**src/rtl/game_round_controller_if.sv**
```systemverilog
// Player-input / round-status bundle for game_round_controller.
// The master drives the pulse inputs; the controller is the slave.
interface game_round_controller_if;
  logic       Start;
  logic       Pause;
  logic       Bonus;
  logic [2:0] State;
  logic [3:0] OnesDigit;
  logic [3:0] TensDigit;
  logic       SecondTick;
  logic       GameActive;
  logic       Done;

  modport master (
    output Start, Pause, Bonus,
    input  State, OnesDigit, TensDigit,
    input  SecondTick, GameActive, Done
  );

  modport slave (
    input  Start, Pause, Bonus,
    output State, OnesDigit, TensDigit,
    output SecondTick, GameActive, Done
  );
endinterface

```
**src/rtl/game_round_controller.sv**
```systemverilog
// Round sequencer: idle, countdown, timed play, pause, game-over.
// Define ROUND_BONUS_EN to let Bonus add BONUS_SECONDS while playing.
module game_round_controller #(
  parameter int CLOCK_FREQUENCY  = 50000000,
  parameter int ROUND_SECONDS    = 60,
  parameter int PRESTART_SECONDS = 3,
  parameter int BONUS_SECONDS    = 5
) (
  input  logic                   Clock,
  input  logic                   Reset,
  game_round_controller_if.slave bus
);
  localparam int DW = $clog2(CLOCK_FREQUENCY);
  localparam logic [DW-1:0] RELOAD = DW'(CLOCK_FREQUENCY - 1);
  localparam logic [3:0] ROUND_T = 4'(ROUND_SECONDS / 10);
  localparam logic [3:0] ROUND_O = 4'(ROUND_SECONDS % 10);
  localparam logic [3:0] PRE_O   = 4'(PRESTART_SECONDS);

  localparam logic [2:0] ST_IDLE  = 3'd0;
  localparam logic [2:0] ST_PRE   = 3'd1;
  localparam logic [2:0] ST_PLAY  = 3'd2;
  localparam logic [2:0] ST_PAUSE = 3'd3;
  localparam logic [2:0] ST_OVER  = 3'd4;

  logic [2:0]    state_q, state_d;
  logic [DW-1:0] div_q, div_d;
  logic [3:0]    tens_q, tens_d;
  logic [3:0]    ones_q, ones_d;
  logic          tick_q, tick_d;
  logic          active_q, active_d;
  logic          done_q, done_d;

  logic       counting, tick, last;
  logic [3:0] dec_t, dec_o, base_t, base_o;
  logic [3:0] play_t, play_o;
  logic       bonus_hit;

  always_comb begin
    counting = (state_q == ST_PRE) || (state_q == ST_PLAY);
    tick     = counting && (div_q == '0);
    last     = (tens_q == 4'd0) && (ones_q == 4'd1);
    if (ones_q != 4'd0) begin
      dec_t = tens_q;
      dec_o = ones_q - 4'd1;
    end else begin
      dec_t = (tens_q == 4'd0) ? 4'd0 : tens_q - 4'd1;
      dec_o = 4'd9;
    end
    base_t = tick ? dec_t : tens_q;
    base_o = tick ? dec_o : ones_q;
  end

`ifdef ROUND_BONUS_EN
  localparam logic [4:0] BONUS = 5'(BONUS_SECONDS);
  logic [4:0] sum_t, sum_o;

  // BCD add on the post-tick value, clamped to 99
  always_comb begin
    bonus_hit = bus.Bonus && (state_q == ST_PLAY);
    sum_o     = {1'b0, base_o} + BONUS;
    sum_t     = {1'b0, base_t};
    if (sum_o > 5'd9) begin
      sum_o = sum_o - 5'd10;
      sum_t = sum_t + 5'd1;
    end
    if (!bonus_hit) begin
      play_t = base_t;
      play_o = base_o;
    end else if (sum_t > 5'd9) begin
      play_t = 4'd9;
      play_o = 4'd9;
    end else begin
      play_t = sum_t[3:0];
      play_o = sum_o[3:0];
    end
  end
`else
  assign bonus_hit = 1'b0;
  assign play_t    = base_t;
  assign play_o    = base_o;
`endif

  always_ff @(posedge Clock) begin
    if (Reset) state_q <= ST_IDLE;
    else       state_q <= state_d;
  end

  always_comb begin
    state_d = state_q;
    unique case (state_q)
      ST_IDLE:  if (bus.Start) state_d = ST_PRE;
      ST_PRE:   if (tick && last) state_d = ST_PLAY;
      ST_PLAY: begin
        if (tick && last && !bonus_hit) state_d = ST_OVER;
        else if (bus.Pause)            state_d = ST_PAUSE;
      end
      ST_PAUSE: if (bus.Pause) state_d = ST_PLAY;
      ST_OVER:  if (bus.Start) state_d = ST_PRE;
      default:  state_d = ST_IDLE;
    endcase
  end

  always_comb begin
    div_d    = div_q;
    tens_d   = tens_q;
    ones_d   = ones_q;
    tick_d   = tick;
    done_d   = 1'b0;
    active_d = (state_d == ST_PLAY);
    unique case (state_q)
      ST_IDLE, ST_OVER: begin
        tens_d = 4'd0;
        ones_d = 4'd0;
        if (bus.Start) begin
          div_d  = RELOAD;
          ones_d = PRE_O;
        end
      end
      ST_PRE: begin
        div_d = tick ? RELOAD : div_q - 1'b1;
        if (tick) begin
          tens_d = last ? ROUND_T : dec_t;
          ones_d = last ? ROUND_O : dec_o;
        end
      end
      ST_PLAY: begin
        div_d  = tick ? RELOAD : div_q - 1'b1;
        tens_d = play_t;
        ones_d = play_o;
        if (tick && last && !bonus_hit) begin
          tens_d = 4'd0;
          ones_d = 4'd0;
          done_d = 1'b1;
        end
      end
      ST_PAUSE: ;
      default: begin
        div_d  = RELOAD;
        tens_d = 4'd0;
        ones_d = 4'd0;
      end
    endcase
  end

  always_ff @(posedge Clock) begin
    if (Reset) begin
      div_q    <= RELOAD;
      tens_q   <= 4'd0;
      ones_q   <= 4'd0;
      tick_q   <= 1'b0;
      active_q <= 1'b0;
      done_q   <= 1'b0;
    end else begin
      div_q    <= div_d;
      tens_q   <= tens_d;
      ones_q   <= ones_d;
      tick_q   <= tick_d;
      active_q <= active_d;
      done_q   <= done_d;
    end
  end

  assign bus.State      = state_q;
  assign bus.TensDigit  = tens_q;
  assign bus.OnesDigit  = ones_q;
  assign bus.SecondTick = tick_q;
  assign bus.GameActive = active_q;
  assign bus.Done       = done_q;
endmodule

```
**src/flat_wrapper.sv**
```systemverilog
// flat-port wrapper written by rule: the top's interface ports become plain ports
module game_round_controller_flat 
#(
  parameter int CLOCK_FREQUENCY  = 50000000,
  parameter int ROUND_SECONDS    = 60,
  parameter int PRESTART_SECONDS = 3,
  parameter int BONUS_SECONDS    = 5
)
  (Clock, Reset, bus_Start, bus_Pause, bus_Bonus, bus_State, bus_OnesDigit, bus_TensDigit, bus_SecondTick, bus_GameActive, bus_Done);
  game_round_controller_if bus_i ();
  input  logic Clock;
  input  logic Reset;
  input wire logic [$bits(bus_i.Start)-1:0] bus_Start;
  input wire logic [$bits(bus_i.Pause)-1:0] bus_Pause;
  input wire logic [$bits(bus_i.Bonus)-1:0] bus_Bonus;
  output wire logic [$bits(bus_i.State)-1:0] bus_State;
  output wire logic [$bits(bus_i.OnesDigit)-1:0] bus_OnesDigit;
  output wire logic [$bits(bus_i.TensDigit)-1:0] bus_TensDigit;
  output wire logic [$bits(bus_i.SecondTick)-1:0] bus_SecondTick;
  output wire logic [$bits(bus_i.GameActive)-1:0] bus_GameActive;
  output wire logic [$bits(bus_i.Done)-1:0] bus_Done;
  assign bus_i.Start = bus_Start;
  assign bus_i.Pause = bus_Pause;
  assign bus_i.Bonus = bus_Bonus;
  assign bus_State = bus_i.State;
  assign bus_OnesDigit = bus_i.OnesDigit;
  assign bus_TensDigit = bus_i.TensDigit;
  assign bus_SecondTick = bus_i.SecondTick;
  assign bus_GameActive = bus_i.GameActive;
  assign bus_Done = bus_i.Done;
  game_round_controller #(.CLOCK_FREQUENCY(CLOCK_FREQUENCY), .ROUND_SECONDS(ROUND_SECONDS), .PRESTART_SECONDS(PRESTART_SECONDS), .BONUS_SECONDS(BONUS_SECONDS)) u_core (.Clock(Clock), .Reset(Reset), .bus(bus_i));
endmodule
```
**config.mk**
```make
export PLATFORM = sky130hd
export DESIGN_NAME = game_round_controller_flat
export DESIGN_NICKNAME = d
export VERILOG_FILES = /design/src/rtl/game_round_controller_if.sv /design/src/rtl/game_round_controller.sv /design/src/flat_wrapper.sv
export SDC_FILE = /design/constraint.sdc
export NUM_CORES = 1
export LEC_CHECK = 0
export BUFFER_PORTS_ARGS = -buffer_cell sky130_fd_sc_hd__buf_4
export CORE_UTILIZATION = 25
export CTS_BUF_LIST = sky130_fd_sc_hd__clkbuf_2
export CTS_CLUSTER_DIAMETER = 80
export CTS_CLUSTER_SIZE = 16
export DETAILED_ROUTE_END_ITERATION = 8
export GPL_TIMING_DRIVEN = 1
export SLEW_MARGIN = 5
export SYNTH_ARGS = -nofsm -noshare
export SYNTH_HDL_FRONTEND = slang
export SYNTH_SLANG_ARGS = --single-unit
```
**constraint.sdc**
```tcl
create_clock -name Clock -period 6.37 [get_ports Clock]
set_clock_uncertainty 0.2 [all_clocks]
set_input_delay 0.9555 -clock Clock [delete_from_list [all_inputs] [get_ports Clock]]
set_output_delay 0.9555 -clock Clock [all_outputs]
set_load 0.02 [all_outputs]
```
==> summary.txt, run 1 <==
Layout
  – Fin util: 29.9%
  – Area growth, synth to finish: 14.1%
  – Register area: roughly 800 um^2
  – Fill count: 843
  – Layout cells sized above 1: 12.8%
  – Design area: about 0.0023 mm^2
  – Antenna diodes: 0
  – Area of the multi-input gates: around 0.0012 mm^2
  – Nets@finish: 265
  – Fin cells: 359

Global route
  – Met1 Use GR: 15.0%
  – Antenna violations before repair: 0
  – Congestion Overflow GR: 0
  – Met2 Use GR: 15.6%
  – Largest net degree at the start of global routing: 19
  – Vias in the first global route: roughly 1600
  – Global-route wire length before repair: between 7000 and 8000 um
  – Global-route usage over all layers: a little over a tenth
  – GR peak layer: met2
  – Routing usage on met3: 2.30%

Clocking
  – Clk root buf: clkbuf_2
  – Worst-Skew Late Latency: 0.40 ns
  – Post-CTS setup buffer count: 0
  – H-tree depth: 2
  – CTS Hold Bufs: 0
  – Clock sink count: 40
  – CTS buffer count: 5
  – Post-CTS Resized: 0
  – CTS tree: done
  – CTS Buffer Depth: 2
  – Worst-path clk slew: 0.21 ns

STA
  – Period minus WS final: between 2 and 3 ns
  – Hold Fails Final Rpt: 0
  – Period Utilization, post-route: 42.3%
  – Slew Limit Fails: 0
  – Unrepaired setup endpoints after global routing: no
  – Slew @ Worst Pin: just under 0.8 ns
  – Final worst slack: between 3 and 4 ns
  – Fmax: ~370 MHz
  – Setup-failing EPs final: 0
  – TNS Setup: 0 ns
  – Slew HR: between 40% and 50%

Place
  – Cells after DPL: 351
  – Count of buffers from port buffering: 17
  – Hpwl dp: 3000 um
  – Placement Cell Area: 0.00227 mm^2
  – Pre-CTS setup slack: 3.43 ns
  – Routability Congestion: 0.774

Drt
  – WL/cell: 11.8 um
  – Initial DRC count: 92
  – DR pass1 iterations: 4
  – Vias: between 1500 and 2000
  – Vias per cell: 4.78
  – DRC viols: 0
  – Final wirelength: 4250 um
  – Final antenna-violating net count: 0

Yosys
  – Cell taking the most area after synthesis: dfxtp_1
  – Top post-synthesis cells by area: dfxtp_1 39%, xnor2_1 6.4%, nand2_1 5.3%
  – Instance count of the mapped netlist: 240
  – Mean Syn Cell Area: about 8.5 um^2
  – Most used DFF post-synth: dfxtp_1
  – Number of synthesized flops with an enable pin: 0
  – Ys async rst share: 0%
  – Post-Syn Area: ~0.002 mm^2
  – FF+latch count, synth: 40
  – Synth warnings: 0
  – Syn Nets: 249
  – Register area share after synthesis: 39.1%
  – Number of library cell types mapped by synthesis: 46
  – Yosys top cell area share: 39.1%

Floorplan
  – I/O Pins: 19
  – Die height: 92.5 um
  – Die W: approximately 92 um
  – Die ar.: roughly 0.0085 mm^2
  – CORE AREA: just under 0.008 mm^2
  – Starting Density: 26.2%
  – Core Rows: 32

Setup path
  – Startpoint types: flop
  – Crit end category: flop
  – Reg2Reg Capture Point: u_core.div_q[9]
  – Setup CP Type: reg -> reg
  – Crit path DAT: between 2 and 3 ns
  – Reg2reg setup slack: 3.67 ns
  – Critical path peak fanout: 8
  – CP required: between 6 and 7 ns
  – Reg2Reg Depth: 5
  – Reg-to-Reg Start: u_core.div_q[21]

Min path
  – WHS Path Cells: 2
  – Start point of the worst hold path: u_core.div_q[4]
  – Hold EP: u_core.div_q[4]
  – Hold Path Class: reg -> reg

Power and ir drop
  – VDD IR-drop max: 0.0000828 V
  – Power Density: 192 mW/mm^2
  – P_leak: 0.794 nW

Run status
  – Status: finished clean

Job
  – Max-Cap Viols: 0
synth_stat cells, types with 2 or more instances:
cell / n
and2_1: 2
nor4_1: 12
inv_1: 10
nand4_1: 5
nor3_1: 8
or3_1: 4
dfxtp_1: 40
nor3b_1: 2
and4_1: 2
ha_1: 4
nor2_1: 26
o211ai_1: 2
nor2b_1: 3
or4_1: 2
a221o_1: 3
a21oi_1: 5
clkbuf_1: 7
o21ai_0: 8
nand3_1: 9
xor2_1: 9
nand2_1: 29
o31a_1: 2
nand3b_1: 3
a31oi_1: 2
xnor2_1: 15
a211oi_1: 2
o21a_1: 4
nor4_4: 2
registers in the layout, summed over array words and instances, names as in the netlist:
register and cells:
u_core.bus.Done 1, u_core.bus.GameActive 1, u_core.bus.OnesDigit 4, u_core.bus.SecondTick 1, u_core.bus.State 3, u_core.bus.TensDigit 4
u_core.div_q 26
metrics by stage:
stage          power, W  hold slack [ns]
2_1_floorplan  0.000289            0.256
3_3_place_gp   0.000300            0.271
3_5_place_dp   0.000301            0.275
4_1_cts        0.000454            0.300
5_1_grt        0.000471            0.319
6_report       0.000449            0.297
layout by cell type, fill, tap and decap left out, types with 2 or more instances in the layout:
master / count
a211oi_1: 2
nand3b_1: 3
nand4_1: 5
clkbuf_2: 6
and4_1: 2
a221o_1: 3
nor2_1: 26
nand2_1: 29
nor2b_1: 3
or4_1: 2
a21oi_1: 5
and2_1: 2
nor4_4: 2
nand3_1: 9
o21ai_0: 8
o211ai_1: 2
o21a_1: 4
nor4_1: 12
nor3_1: 8
xor2_1: 9
ha_1: 4
buf_4: 17
a31oi_1: 2
inv_1: 10
o31a_1: 2
xnor2_1: 15
dfxtp_1: 40
or3_1: 4
nor3b_1: 2
worst max-delay path by stage:
stage                     startpoint                       to  cells after the start
floorplan                  bus_Start          u_core.div_q[0]                      6
global placement           bus_Start          u_core.div_q[2]                      5
detailed placement         bus_Start          u_core.div_q[2]                      5
CTS                 u_core.div_q[21]          u_core.div_q[9]                      5
global route        u_core.div_q[21]  u_core.bus.OnesDigit[0]                      5
finish              u_core.div_q[21]          u_core.div_q[9]                      5
worst max-delay path: stages, from the launching register on:
cell and delay (ns):
dfxtp_1 0.40, nor4_1 0.56, nand4b_1 0.30, o31a_1 0.36
o31ai_2 0.65, nor2_1 0.10
routing by layer:
metal,routed length (um),up-vias
li1,-,897
met1,2300,789
met2,1770,25
met3,122,6
met4,61,0
met5,0,-
kinds of logic (layout without fill, tap and decap cells):
family                   after synthesis  after routing  synth area share, %
AND/OR/NAND/NOR                      118            118                 32.2
flip-flops                            40             40                 39.1
AO/OA/AOI/OAI                         35             35                 12.1
XOR/XNOR                              24             24                 10.3
buffers and inverters                 18             35                 3.36
adder cells (fa/ha/maj)                4              4                 2.45
multiplexers                           1              1                0.489
where the power goes:
part	internal [W]	switching (W)
Combinational	0.0000141	0.0000235
Sequential	0.000254	0.00000470
Clock	0.0000675	0.0000857
Total	0.000335	0.000114
final cells by class:
class / instances / share of cell area (%)
clock buffers: 6 / 1.29
inverters: 10 / 1.61
flip-flops and latches: 40 / 34.3
well taps: 102 / 5.47
clock inverters: 2 / 1.50
multi-input cells: 182 / 50.4
repair buffers: 17 / 5.47
No activity file was read; power rests on OpenSTA's default activity.
==> run 2, diff against run 1 <==
- ABC_AREA: unset -> 1
- clock period: 6.37 -> 2.45 ns (I/O delays scaled with it)
==> summary.txt, run 2 <==
Setup path
  – Reg2Reg Capture Point: u_core.bus.OnesDigit[2]
  – Critical path peak fanout: 6 (-2)
  – Reg2reg setup slack: 0.34 ns (-3.33 ns)
  – CP startpoint: u_core.div_q[0]
  – Startpoint types: flop
  – Reg-to-Reg Start: u_core.div_q[0]
  – CP required: 2.58 ns (-3.86 ns)
  – Reg2Reg Depth: 11 (+6)
  – Crit path DAT: 2.24 ns (-0.53 ns)
  – Crit end category: flop
  – Setup CP Type: reg -> reg

Yosys
  – Number of library cell types mapped by synthesis: 31 (-33%)
  – Ys async rst share: 0% (unchanged)
  – Syn Nets: 337 (+35%)
  – Top post-synthesis cells by area: dfxtp_1 35%, nand2_1 11%, nor2_1 9.9%
  – Mean Syn Cell Area: 6.97 um^2 (-18%)
  – Cell taking the most area after synthesis: dfxtp_1
  – Instance count of the mapped netlist: 328 (+37%)
  – Most used DFF post-synth: dfxtp_1
  – Number of synthesized flops with an enable pin: 0 (unchanged)
  – Most common cell in the netlist: nand2_1
  – Synth warnings: 0 (unchanged)
  – Yosys top cell area share: 35.0% (-4.1 points)
  – Post-Syn Area: 0.00228 mm^2 (+12%)
  – Top post-synthesis cells by count: 68 x nand2_1, 60 x nor2_1, 40 x dfxtp_1
  – Register area share after synthesis: 35.0% (-4.1 points)
  – FF+latch count, synth: 40 (unchanged)

Power and ir drop
  – Tot Pwr: 0.00146 W (+230%)
  – P_leak: 1.10 nW (+38%)
  – VDD IR-drop max: 0.000323 V (+290%)
  – Power Density: 552 mW/mm^2 (+190%)

Layout
  – Area growth, synth to finish: 16.2%
  – Biggest register: u_core.div_q
  – Layout cells sized above 1: 17.0% (+4.2 points)
  – Max reg flops: 26 (unchanged)
  – Antenna diodes: 0 (unchanged)
  – Commonest cells after routing, fill and taps aside: 68 x nand2_1, 60 x nor2_1, 40 x dfxtp_1
  – Commonest non-fill, non-tap cell in the layout: nand2_1
  – Fill count: 959 (+14%)
  – Nets@finish: 360 (+36%)

Floorplan
  – Die height: 97.6 um (+5.6%)
  – I/O Pins: 19 (unchanged)
  – Core Rows: 34 (+6.3%)
  – Die W: 97.6 um (+5.6%)
  – Starting Density: 26.1% (-0.13 points)
  – CORE AREA: 0.00876 mm^2 (+12%)
  – Die ar.: 0.00952 mm^2 (+11%)

Global route
  – Largest net degree at the start of global routing: 17 (-2)
  – Vias in the first global route: 1964 (+25%)
  – Global-route wire length before repair: 8690 um (+20%)
  – Congestion Overflow GR: 0 (unchanged)
  – Antenna violations before repair: 0 (unchanged)
  – Global-route usage over all layers: 11.0% (+0.30 points)

STA
  – Slew @ Worst Pin: 0.372 ns (-0.423 ns)
  – Fmax: 475 MHz (+28%)
  – Unrepaired setup endpoints after global routing: no
  – Slew Limit Fails: 0 (unchanged)
  – TNS Setup: 0 ns (unchanged)
  – Setup-failing EPs final: 0 (unchanged)
  – Hold Fails Final Rpt: 0 (unchanged)
  – Period minus WS final: 2.11 ns (-0.591 ns)
  – Period Utilization, post-route: 85.9% (+44 points)
  – Slew HR: 75.0% (+28 points)

Place
  – Routability Congestion: 0.793 (+2.4%)
  – Count of buffers from port buffering: 17 (unchanged)
  – Hpwl dp: 3720 um (+24%)

Min path
  – Hold Path Class: in -> reg
  – Start point of the worst hold path: bus_Start
  – Hold EP: u_core.bus.State[2]
  – WHS Path Cells: 4 (+2)

Clocking
  – Post-CTS Resized: 0 (unchanged)
  – CTS Buffer Depth: 2 (unchanged)
  – Clk root buf: clkbuf_2
  – H-tree depth: 2 (unchanged)
  – Worst-Skew Late Latency: 0.42 ns (+0.02 ns)
  – Clock sink count: 40 (unchanged)
  – CTS buffer count: 5 (unchanged)
  – Worst-path clk slew: 0.23 ns (+0.02 ns)
  – CTS tree: done

Run status
  – Status: finished clean

Drt
  – Initial DRC count: 66 (-28%)
  – DRC viols: 0 (unchanged)
  – Final antenna-violating net count: 0 (unchanged)
  – WL/cell: 10.8 um (-9.2%)
  – Vias: 2044 (+19%)
  – Final wirelength: 4950 um (+16%)
  – DR pass1 iterations: 4 (unchanged)
  – Vias per cell: 4.44 (-7.1%)

Job
  – Max-Cap Viols: 0 (unchanged)
==> run 2: changes by cell type after synthesis, moves of 10 or more <==
cell / delta
nand3_1: +14
nor4_1: -12
inv_1: +28
xnor2_1: -10
nor2_1: +34
nand2_1: +39
==> run 2: repair_timing <==
action,CTS,global route
endpoints found under the setup margin,0,0
buffers inserted,0,0
hold buffers,1,0
hold endpoints to repair,7,0
==> run 2: cells by family (layout without fill, tap and decap cells) <==
kind of cell	after synthesis	in the layout	synth area share (%)
AOI/OAI and AO/OA	28	28	7.23
xor gates and xnor gates	14	14	5.37
adders and majority gates	4	4	2.19
buffers and inverters	45	69	8.49
DFF	40	40	35.0
and+or+nand+nor	197	197	41.7
==> run 2: per-stage QoR <==
stage	util, %	worst slack, ns	instance area (um^2)	cells	hold slack [ns]
after detailed placement	28.9	0.381	2530	451	0.260
after global routing	30.3	0.101	2650	460	0.0427
after floorplan	-	0.597	2280	328	0.237
final	30.3	0.344	2650	460	0.0558
after CTS	30.3	0.330	2650	460	0.0353
after global placement	28.9	0.407	2530	451	0.255
==> run 2: worst max path at each step <==
stage	endpoint	cells past startpoint
detailed placement	u_core.bus.OnesDigit[2]	10
global route	u_core.bus.OnesDigit[2]	10
CTS	u_core.bus.OnesDigit[2]	10
global placement	u_core.bus.OnesDigit[2]	10
finish	u_core.bus.OnesDigit[2]	11
floorplan	u_core.div_q[0]	11
==> run 2: critical path, cell delays in order, from the launching register on <==
cell	delay (ns)
dfxtp_1	0.36
inv_1	0.15
ha_1	0.19
inv_1	0.04
nor2_1	0.10
nand3_2	0.11
nor2_1	0.29
nand2_1	0.12
nand2_1	0.16
nand2_2	0.12
nand3_1	0.11
a21oi_1	0.06
==> run 2: per-layer routing <==
metal	wire length, um	track usage, %	vias up
li1	-	-	1092
met1	2460	13.6	911
met2	2260	19.2	31
met3	155	2.16	10
met4	68	3.17	0
met5	0	0	-
==> run 2: cell type report <==
| class | instances | area, um^2 | share of cell area [%] |
|---|---|---|---|
| Sequential cell | 40 | 801 | 30.2 |
| Multi-Input combinational cell | 243 | 1290 | 48.6 |
| Clock inverter | 3 | 90.1 | 3.39 |
| Inverter | 42 | 168 | 6.32 |
| Tap cell | 108 | 135 | 5.09 |
| Timing Repair Buffer | 19 | 145 | 5.47 |
| Clock buffer | 5 | 25.0 | 0.943 |
==> run 2: power by group <==
part / internal (W) / total, W / switching, W
Clock: 0.000377 / 0.000620 / 0.000243
Sequential: 0.000665 / 0.000678 / 0.0000129
Combinational: 0.0000560 / 0.000167 / 0.000111
Total: 0.00110 / 0.00146 / 0.000367
==> run 3, diff against run 2 <==
- MAX_ROUTING_LAYER: unset -> met4
==> summary.txt, run 3 (same netlist as run 2, synthesis figures left out) <==
Layout
  – Antenna diodes: 0 (unchanged)
  – Biggest register: u_core.div_q
  – Layout cells sized above 1: 17.0% (unchanged)
  – Area growth, synth to finish: 16.2% (unchanged)
  – Design area: 0.00265 mm^2 (unchanged)
  – Fill count: 959 (unchanged)
  – Nets@finish: 360 (unchanged)
  – Max reg flops: 26 (unchanged)
  – Commonest non-fill, non-tap cell in the layout: nand2_1
  – Commonest cells after routing, fill and taps aside: 68 x nand2_1, 60 x nor2_1, 40 x dfxtp_1

Setup path
  – Crit end category: flop
  – Setup CP Type: reg -> reg
  – CP required: 2.60 ns (+0.02 ns)
  – Critical path peak fanout: 6 (unchanged)
  – Reg-to-Reg Start: u_core.div_q[0]
  – Startpoint types: flop
  – Reg2reg setup slack: 0.35 ns (about the same)
  – Reg2Reg Capture Point: u_core.bus.OnesDigit[2]
  – Reg2Reg Depth: 11 (unchanged)
  – Crit path DAT: 2.24 ns (about the same)

Place
  – Count of buffers from port buffering: 17 (unchanged)
  – Pre-CTS setup slack: 0.381 ns (unchanged)
  – Placement Cell Area: 0.00253 mm^2 (unchanged)
  – Routability Congestion: 0.804 (+1.4%)
  – Hpwl dp: 3720 um (unchanged)

STA
  – Hold Fails Final Rpt: 0 (unchanged)
  – Period minus WS final: 2.10 ns (-0.00914 ns)
  – Fmax: 477 MHz (+0.44%)
  – Final worst slack: 0.353 ns (+0.00914 ns)
  – Slew HR: 75.0% (about the same)
  – Unrepaired setup endpoints after global routing: no
  – Slew @ Worst Pin: 0.372 ns (-0.000459 ns)
  – Setup-failing EPs final: 0 (unchanged)
  – Slew Limit Fails: 0 (unchanged)
  – TNS Setup: 0 ns (unchanged)
  – Period Utilization, post-route: 85.6% (-0.37 points)

Min path
  – Hold EP: u_core.bus.State[2]
  – Hold Path Class: in -> reg
  – WHS Path Cells: 4 (unchanged)
  – Start point of the worst hold path: bus_Start

Clocking
  – CTS buffer count: 5 (unchanged)
  – H-tree depth: 2 (unchanged)
  – Worst-path clk slew: 0.23 ns (about the same)
  – CTS Buffer Depth: 2 (unchanged)
  – Post-CTS Resized: 0 (unchanged)
  – Clk root buf: clkbuf_2
  – CTS tree: done
  – Clock sink count: 40 (unchanged)
  – Worst-Skew Late Latency: 0.44 ns (+0.02 ns)

Drt
  – Vias: 2041 (-0.15%)
  – DR pass1 iterations: 4 (unchanged)
  – Final antenna-violating net count: 0 (unchanged)
  – Initial DRC count: 69 (+4.5%)
  – Final wirelength: 4970 um (+0.53%)
  – WL/cell: 10.8 um (+0.53%)
  – DRC viols: 0 (unchanged)
  – Vias per cell: 4.44 (-0.15%)

Floorplan
  – I/O Pins: 19 (unchanged)
  – Starting Density: 26.1% (unchanged)
  – CORE AREA: 0.00876 mm^2 (unchanged)
  – Core Rows: 34 (unchanged)
  – Die ar.: 0.00952 mm^2 (unchanged)
  – Die W: 97.6 um (unchanged)
  – Die height: 97.6 um (unchanged)

Power and ir drop
  – Tot Pwr: 0.00147 W (+0.33%)
  – VDD IR-drop max: 0.000324 V (about the same)
  – P_leak: 1.10 nW (unchanged)
  – Power Density: 554 mW/mm^2 (+0.33%)

Global route
  – Congestion Overflow GR: 0 (unchanged)
  – Vias in the first global route: 1959 (-0.25%)
  – Global-route usage over all layers: 11.4% (+0.41 points)
  – Largest net degree at the start of global routing: 17 (unchanged)
  – Global-route wire length before repair: 8690 um (about the same)
  – Antenna violations before repair: 0 (unchanged)

Run status
  – Status: finished clean

Job
  – Max-Cap Viols: 0 (unchanged)
run 3: cell counts in the layout (fill, tap and decap cells not counted):
No cell type changed its count.
run 3: final cells by class:
class / instances / area, um^2 / share of cell area, %
multi-input cells: 243 / 1290 / 48.6
flip-flops and latches: 40 / 801 / 30.2
clock buffers: 5 / 25.0 / 0.943
well taps: 108 / 135 / 5.09
clock inverters: 3 / 90.1 / 3.39
repair buffers: 19 / 145 / 5.47
inverters: 42 / 168 / 6.32
run 3: per-layer routing:
layer	global-route usage (%)	vias to the layer above	part of all wire, %
met2	19.2	33	46
met5	-	-	0
met1	13.6	914	50
li1	-	1090	-
met4	2.49	0	0.76
met3	3.02	4	3.8
run 3: what timing repair did:
item	in CTS	in global routing
buffers inserted	0	0
hold endpoints to repair	7	0
hold buffers	1	0
run 3: how the worst max path moves through the flow:
stage,from,end,slack [ns],depth (start not counted)
final,u_core.div_q[0],u_core.bus.OnesDigit[2],0.35,11
after global routing,u_core.div_q[16],u_core.bus.OnesDigit[2],0.10,10
after CTS,u_core.div_q[16],u_core.bus.OnesDigit[2],0.33,10
after detailed placement,u_core.div_q[16],u_core.bus.OnesDigit[2],0.38,10
after global placement,u_core.div_q[16],u_core.bus.OnesDigit[2],0.41,10
after floorplan,u_core.bus.State[0],u_core.div_q[0],0.60,11
run 3: metrics by stage:
step	util, %	std cells	hold WS, ns
after floorplan	-	328	0.237
after global placement	28.9	451	0.255
after detailed placement	28.9	451	0.260
after CTS	30.3	460	0.0353
after global routing	30.3	460	0.0233
final	30.3	460	0.0400
run 3: critical path, stage by stage, from the launching register on:
cell	delay [ns]
dfxtp_1	0.36
inv_1	0.15
ha_1	0.19
inv_1	0.04
nor2_1	0.10
nand3_2	0.11
nor2_1	0.29
nand2_1	0.11
nand2_1	0.16
nand2_2	0.12
nand3_1	0.11
a21oi_1	0.06
run 3: report_power, final:
| group | total [W] | internal [W] | switching, W |
|---|---|---|---|
| logic | 0.000167 | 0.0000560 | 0.000111 |
| registers | 0.000678 | 0.000665 | 0.0000129 |
| clock network | 0.000624 | 0.000376 | 0.000248 |
